===== src/rtl/ir_intf_multi.sv =====
// Multi-channel IR sensor front end: drives the shared emitter with a fixed duty window,
// samples each receiver once per window, debounces across windows and flags rise/fall events.
module ir_intf_multi #(
    parameter int NUM_CH     = 3,
    parameter int FAST_SIM   = 0,
    parameter int PERIOD_CYC = 500000,
    parameter int EN_CYC     = 25000,
    parameter int FILT_N     = 2
) (
    input  logic              clk,
    input  logic              rst_n,
    input  logic [NUM_CH-1:0] ir_n,
    input  logic [NUM_CH-1:0] ch_mask,
    output logic              IR_en,
    output logic [NUM_CH-1:0] ir,
    output logic [NUM_CH-1:0] ir_rise,
    output logic [NUM_CH-1:0] ir_fall,
    output logic              smpl_vld
);

    // state | meaning
    // ON    | emitter on, counter 0..E-1
    // SMPL  | single sample cycle at count E
    // OFF   | emitter off, counter E+1..P-1

    localparam int P  = (FAST_SIM != 0) ? 4096 : PERIOD_CYC;
    localparam int E  = (FAST_SIM != 0) ? 256  : EN_CYC;
    localparam int CW = $clog2(P);
    localparam int FW = 4;

    localparam logic [CW-1:0] CNT_LAST    = CW'(P - 1);
    localparam logic [CW-1:0] CNT_EN_LAST = CW'(E - 1);
    localparam logic [FW-1:0] FILT_LAST   = FW'(FILT_N - 1);

    typedef enum logic [1:0] {
        ST_ON   = 2'd0,
        ST_SMPL = 2'd1,
        ST_OFF  = 2'd2
    } state_t;

    state_t state, state_nxt;

    logic [CW-1:0]             cnt;
    logic [NUM_CH-1:0]         sync1, sync2;
    logic [NUM_CH-1:0]         raw;
    logic [NUM_CH-1:0][FW-1:0] flt_cnt, flt_nxt;
    logic [NUM_CH-1:0]         ir_nxt, rise_nxt, fall_nxt;

    assign raw = ~sync2;

    always_ff @(posedge clk or negedge rst_n) begin
        if (!rst_n) begin
            cnt <= '0;
        end else if (cnt == CNT_LAST) begin
            cnt <= '0;
        end else begin
            cnt <= cnt + 1'b1;
        end
    end

    // Receivers idle high, so the synchroniser resets to the inactive level.
    always_ff @(posedge clk or negedge rst_n) begin
        if (!rst_n) begin
            sync1 <= '1;
            sync2 <= '1;
        end else begin
            sync1 <= ir_n;
            sync2 <= sync1;
        end
    end

    always_ff @(posedge clk or negedge rst_n) begin
        if (!rst_n) begin
            state <= ST_ON;
        end else begin
            state <= state_nxt;
        end
    end

    // SMPL can land on the last count when E = P-1, so it must be able to wrap straight to ON.
    always_comb begin
        state_nxt = state;
        case (state)
            ST_ON:   if (cnt == CNT_EN_LAST) state_nxt = ST_SMPL;
            ST_SMPL: state_nxt = (cnt == CNT_LAST) ? ST_ON : ST_OFF;
            ST_OFF:  if (cnt == CNT_LAST) state_nxt = ST_ON;
            default: state_nxt = ST_ON;
        endcase
    end

    always_comb begin
        ir_nxt   = ir;
        rise_nxt = '0;
        fall_nxt = '0;
        flt_nxt  = flt_cnt;
        if (state == ST_SMPL) begin
            for (int i = 0; i < NUM_CH; i++) begin
                if (!ch_mask[i]) begin
                    ir_nxt[i]  = 1'b0;
                    flt_nxt[i] = '0;
                end else if (raw[i] == ir[i]) begin
                    flt_nxt[i] = '0;
                end else if (flt_cnt[i] == FILT_LAST) begin
                    ir_nxt[i]   = raw[i];
                    flt_nxt[i]  = '0;
                    rise_nxt[i] = raw[i];
                    fall_nxt[i] = ~raw[i];
                end else begin
                    flt_nxt[i] = flt_cnt[i] + 1'b1;
                end
            end
        end
    end

    // Outputs are registered decodes of the current state, so IR_en spans counts 1..E.
    always_ff @(posedge clk or negedge rst_n) begin
        if (!rst_n) begin
            IR_en    <= 1'b0;
            smpl_vld <= 1'b0;
            ir       <= '0;
            ir_rise  <= '0;
            ir_fall  <= '0;
            flt_cnt  <= '0;
        end else begin
            IR_en    <= (state == ST_ON);
            smpl_vld <= (state == ST_SMPL);
            ir       <= ir_nxt;
            ir_rise  <= rise_nxt;
            ir_fall  <= fall_nxt;
            flt_cnt  <= flt_nxt;
        end
    end

endmodule

===== config.mk =====
export PLATFORM = sky130hd
export DESIGN_NAME = ir_intf_multi
export DESIGN_NICKNAME = d
export VERILOG_FILES = /design/src/rtl/ir_intf_multi.sv
export SDC_FILE = /design/constraint.sdc
export NUM_CORES = 1
export LEC_CHECK = 0
export CAP_MARGIN = 40
export CORE_ASPECT_RATIO = 0.75
export CORE_MARGIN = 5
export CORE_UTILIZATION = 40
export DETAILED_ROUTE_END_ITERATION = 7
export HOLD_SLACK_MARGIN = 0.08
export PLACE_DENSITY = 0.58
export SYNTH_ARGS = -nofsm -noshare
export SYNTH_HDL_FRONTEND = slang
export SYNTH_SLANG_ARGS = --single-unit

===== constraint.sdc =====
create_clock -name clk -period 1.9 [get_ports clk]
set_input_delay 0.38 -clock clk [delete_from_list [all_inputs] [get_ports clk]]
set_output_delay 0.38 -clock clk [all_outputs]
set_load 0.1 [all_outputs]

# ---- Word-level counts from Yosys, hierarchy flattened
# Cells that the tools add are included.
dict set report word_totals {
  elab_cells 88
  reg_bits 50
}
dict set report op_classes {
  n_reduce_logical 5
  addsub 4
  eq_ne 18
  mux 43
  n_bitwise 4
}
# operator n
set ops {}
lappend ops {{4-bit two-way mux} 9}
lappend ops {{1-bit two-way mux} 27}
lappend ops {{19-bit by 1-bit adder with 19-bit output (second input constant)} 1}
lappend ops {{19-bit by 15-bit equality test with 1-bit output (second input constant)} 1}
lappend ops {{19-bit equality test (second input constant)} 1}
lappend ops {{19-bit two-way mux} 1}
lappend ops {{4-bit by 1-bit adder with 4-bit output (second input constant)} 3}
lappend ops {{4-bit by 1-bit equality test with 1-bit output (second input constant)} 3}
lappend ops {{2-bit != test (second input constant)} 5}
lappend ops {{3-bit AND reduction} 3}
lappend ops {{2-bit two-way mux} 3}
lappend ops {{3-bit two-way mux} 2}
lappend ops {{2-bit by 1-bit != test with 1-bit output (second input constant)} 3}
lappend ops {{2-bit case mux with 3 select lines} 1}
lappend ops {{1-bit equality test} 3}
lappend ops {{1-bit inverter} 3}
lappend ops {{3-bit inverter} 1}
lappend ops {{2-bit by 1-bit equality test with 1-bit output (second input constant)} 1}
lappend ops {{2-bit equality test (second input constant)} 1}
lappend ops {{2-bit zero test} 1}
lappend ops {{2-bit AND reduction} 1}

# ---- Logic depth before layout (Yosys ltp)
dict set report depth {
  depth_word 6
  ltp_mapped 6
  mapped_depth_nobuf 6
}

# ---- Worst setup path after synthesis
# No wires, ideal clock.
dict set report synth_path {
  path_type {flip-flop to flip-flop}
  start {reg ir[2]}
  end {reg flt_cnt[10] (netlist name)}
  arrival_time_ps 1948
  path_slack_ps -131
  path_stages_with_launch 5
  setup_time_ps 83
  required_time_ps 1817
  path_cell_list {dfrtp_1 xor2_1 or3b_1 or2_2 o21ai_0}
}
dict set report synth_via {
  elab_chain_len 3
}
# item line_no
set synth_rtl {}
lappend synth_rtl {{from (decl)} 15} ;# output logic [NUM_CH-1:0] ir,
lappend synth_rtl {{from (signal assigned)} 127} ;# ir <= ir_nxt;
lappend synth_rtl {{1-bit equality test} 101} ;# end else if (raw[i] == ir[i]) begin
lappend synth_rtl {{4-bit two-way mux} 101}
lappend synth_rtl {{4-bit two-way mux} 98} ;# if (!ch_mask[i]) begin
lappend synth_rtl {{to (signal assigned)} 130} ;# flt_cnt <= flt_nxt;
lappend synth_rtl {{to (decl)} 46} ;# logic [NUM_CH-1:0][FW-1:0] flt_cnt, flt_nxt;
# Every way passes these cells.
# A chain may end at the register's enable or synchronous reset.

# ---- Worst setup path after layout
dict set report layout_path {
  start {reg flt_cnt[8] (netlist name)}
  end {reg flt_cnt[10] (netlist name)}
}
dict set report layout_via {
  elab_chain_len 4
  elab_cells_between_ends 5
}
# item line_no
set layout_rtl {}
lappend layout_rtl {{4-bit by 1-bit adder with 4-bit output or 4-bit by 1-bit equality test with 1-bit output (tied branches)} {109, 103}}
lappend layout_rtl {{4-bit two-way mux (*)} 103} ;# end else if (flt_cnt[i] == FILT_LAST) begin
lappend layout_rtl {{4-bit two-way mux (*)} 101}
lappend layout_rtl {{4-bit two-way mux (*)} 98}
# Mark *: on every way between the ends. The rest lies on a longest branch, timed or not.

==> summary.md <==
| Metric | Value |
|---|---|
| WS Path Type | `register to register` |
| Detailed Route Iter0 Violations | `68` |
| Nets | `between 200 and 300` |
| Total CTS buffers | `5` |
| Hold path cells | `0` |
| Area of the multi-input gates | `a little under 1000 µm²` |
| Starting Density | `0.419` |
| Startpoint Class | `register` |
| Initial antenna violation count | `0` |
| Achievable Freq | `0.569 GHz` |
| Fin crit share | `0.925` |
| Global-route wire length before repair | `7310 µm` |
| Clk sinks | `50` |
| CP Buf/Inv Count | `0` |
| Outcome | `finished clean` |
| Port Buffer Count | `18` |
| Overflow after GRT | `0` |
| Fin Clk Skew | `around 0.0097 ns` |
| Largest net degree at the start of global routing | `33` |
| Clock transition at path regs | `around 0.10 ns` |
| Post-layout util | `0.502` |
| I/O pin count | `19` |
| Setup_tns | `0 ns` |
| Slew @ Worst Pin | `between 0.4 and 0.5 ns` |
| Crit path required time | `~2.1 ns` |
| Post-synth cell types | `40` |
| Final hold vios | `0` |
| CTS tree | `done` |
| Drt wl/cell | `12.7 µm` |
| Fill cells | `approximately 480` |
| Antenna viol nets, final | `0` |
| Drt first pass iters | `4` |
| Inst Count DP | `between 300 and 400` |
| Syn_nets | `around 220` |
| Via count | `1561` |
| CP arrival | `about 2.0 ns` |
| Finished Layout Cells | `between 300 and 400` |
| Site Rows | `23` |
| # DRC | `0` |
| Post-synth EDFFs | `0` |
| Clk buf depth | `2` |
| Worst Hold Class | `register to register` |
| Layout cells sized above 1 | `0.195` |
| Crit path cell chain | `ha_1 > nor3b_1 > or3b_1 > or2_2 > o21ai_0` |
| GRT Overall Usage | `0.126` |
| Core area | `5440 µm²` |
| Gpl congestion | `about 0.77` |
| CP Capture Type | `register` |
| RSZ-0062 raised after global routing | `false` |
| Ys flop type | `dfrtp_1` |
| Htree depth | `2` |
| Die height | `around 75 µm` |
| Start of the worst register-to-register path | `flt_cnt[8]` |
| Die Width | `97.2 µm` |
| Final setup viols | `0` |
| Vias in the first global route | `around 1500` |
| Max incr delay on CP | `around 0.44 ns` |
| Total power | `roughly 1.8 mW` |
| Register area | `approximately 1300 µm²` |
| Clock Latency Late Sink | `0.31 ns` |
| Max-cap viol count | `0` |
| Diode count | `0` |
| Min-delay src | `sync1[2]` |
| Post-synthesis cell count | `roughly 210` |
| Die area | `7320 µm²` |
| Final Critical Period | `1.76 ns` |
| Leak Pwr | `approximately 1.2 nW` |
| Crit-path max FO | `5` |
| Max-slew violations | `0` |
| Root cell of the clock tree | `clkbuf_8` |
| Setup Buffers After CTS | `0` |
| Yosys warnings | `0` |
| Crit path max-delay family | `simple AND/OR/NAND/NOR gates` |
| Critical-path top delay cell | `dfrtp_1` |
| Slew HR | `0.701` |
| Hold endpoint | `sync2[2]` |
| Yosys reg bits | `50` |
| R2r endpoint | `flt_cnt[10]` |
| HPWL Detailed | `about 2800 µm` |
| Register area share after synthesis | `0.552` |
| P per Cell Area | `670 nW/µm²` |
| Mapped cell area | `~2300 µm²` |
| Via-to-Cell Ratio | `5.02` |
| Syn avg cell area | `11.0 µm²` |
| R2R setup slack | `approximately 0.14 ns` |
| Routed WL | `slightly below 4000 µm` |
| Worst VDD drop | `0.373 mV` |
| R2r worst-path depth | `5` |
| Fraction of registers with async set/reset | `1.00` |
| Layout area overhead | `19.8%` |
-- registers in the layout (all words and copies together), names as in the netlist --
| name | cells |
|---|---|
| cnt | 19 |
| flt_cnt | 12 |
| ir | 3 |
| ir_fall | 3 |
| ir_rise | 3 |
| sync1 | 3 |
| sync2 | 3 |
| state | 2 |
| IR_en | 1 |
| smpl_vld | 1 |
-- power by group --
part / switching (mW) / leakage, nW / internal [mW] / total, mW
registers: 0.00647 / 0.631 / 1.08 / 1.08
clock network: 0.357 / 0.0544 / 0.334 / 0.691
logic: 0.0303 / 0.550 / 0.0239 / 0.0542
-- cells in the mapped netlist (2+ instances only) --
cell / instances / area share
nor3b_1: 2 / 0.0066
nand2_1: 16 / 0.026
o31ai_1: 6 / 0.020
ha_1: 7 / 0.038
or3b_2: 2 / 0.0077
clkbuf_1: 2 / 0.0033
mux2_2: 2 / 0.0099
and4_1: 2 / 0.0077
and3_1: 3 / 0.0082
nand4_2: 2 / 0.011
nand3_1: 11 / 0.024
nor4_1: 2 / 0.0055
nor3_1: 6 / 0.013
a22o_1: 6 / 0.023
inv_1: 7 / 0.012
xor2_1: 7 / 0.027
o21ai_0: 12 / 0.026
a21oi_1: 4 / 0.0088
dfrtp_1: 44 / 0.48
nor2b_1: 8 / 0.022
nand2b_1: 4 / 0.011
xnor2_1: 9 / 0.035
nor4b_1: 2 / 0.0077
nand4_1: 2 / 0.0055
nor2_1: 18 / 0.030
or3_1: 2 / 0.0055
dfstp_2: 6 / 0.069
-- cell type report --
class                      instances  area share
clock buffer                       7      0.0353
tap                               75      0.0344
inverter                           7     0.00963
clock inverter                     1     0.00321
timing repair buffer              25      0.0926
sequential                        50       0.462
multi-input combinational        146       0.363
-- how the worst max path moves through the flow --
stage	startpoint	endpoint	slack, ns	cells after the start
final	flt_cnt[8]	flt_cnt[10]	0.14	5
after global routing	flt_cnt[8]	flt_cnt[10]	0.005	5
after CTS	flt_cnt[8]	flt_cnt[10]	0.14	5
after detailed placement	ch_mask[2]	flt_cnt[10]	0.07	4
after global placement	ch_mask[2]	flt_cnt[10]	0.08	4
after floorplan	ir[2]	flt_cnt[10]	0.17	4
-- layout by cell type (no fill, tap or decap), drive strengths merged, types with 7 or more instances in the layout --
master	Yosys	routed
buf	1	18
clkbuf	3	7
dfrtp	44	44
ha	7	7
inv	7	7
nand2	16	16
nand3	11	11
nor2	18	18
nor2b	8	8
o21ai	12	12
xnor2	9	9
xor2	7	7
-- logic make-up after synthesis --
family / count (synthesis) / share of synthesized area
flip-flops: 50 / 0.552
buffers and inverters: 11 / 0.0192
multiplexers: 2 / 0.00988
AO/OA/AOI/OAI: 31 / 0.0895
AND/OR/NAND/NOR: 90 / 0.229
adder cells (fa/ha/maj): 7 / 0.0384
XOR/XNOR: 16 / 0.0615
-- routing by layer --
| layer | routed length [µm] | part of all wire | global-route usage | vias to the layer above |
|---|---|---|---|---|
| li1 | - | - | - | 787 |
| met4 | 66 | 0.017 | 0.0514 | 0 |
| met5 | 0 | 0 | 0 | - |
| met2 | 1550 | 0.39 | 0.177 | 28 |
| met3 | 183 | 0.046 | 0.0348 | 7 |
| met1 | 2160 | 0.54 | 0.184 | 739 |
-- per-stage QoR --
step                      setup WS, ns  area (µm²)  hold slack (ns)
after floorplan                  0.170        2280           0.0844
after global placement          0.0816        2600            0.345
after detailed placement        0.0683        2600            0.347
after CTS                        0.137        2710            0.361
after global routing           0.00465        2730            0.362
final                            0.143        2730            0.359
-- what timing repair did --
item | CTS | global route
hold buffers | 1 | 0
hold endpoints to repair | 16 | 0
endpoints found under the setup margin | 0 | 8
gates resized for setup | 0 | 2
No activity file was read; power rests on OpenSTA's default activity.
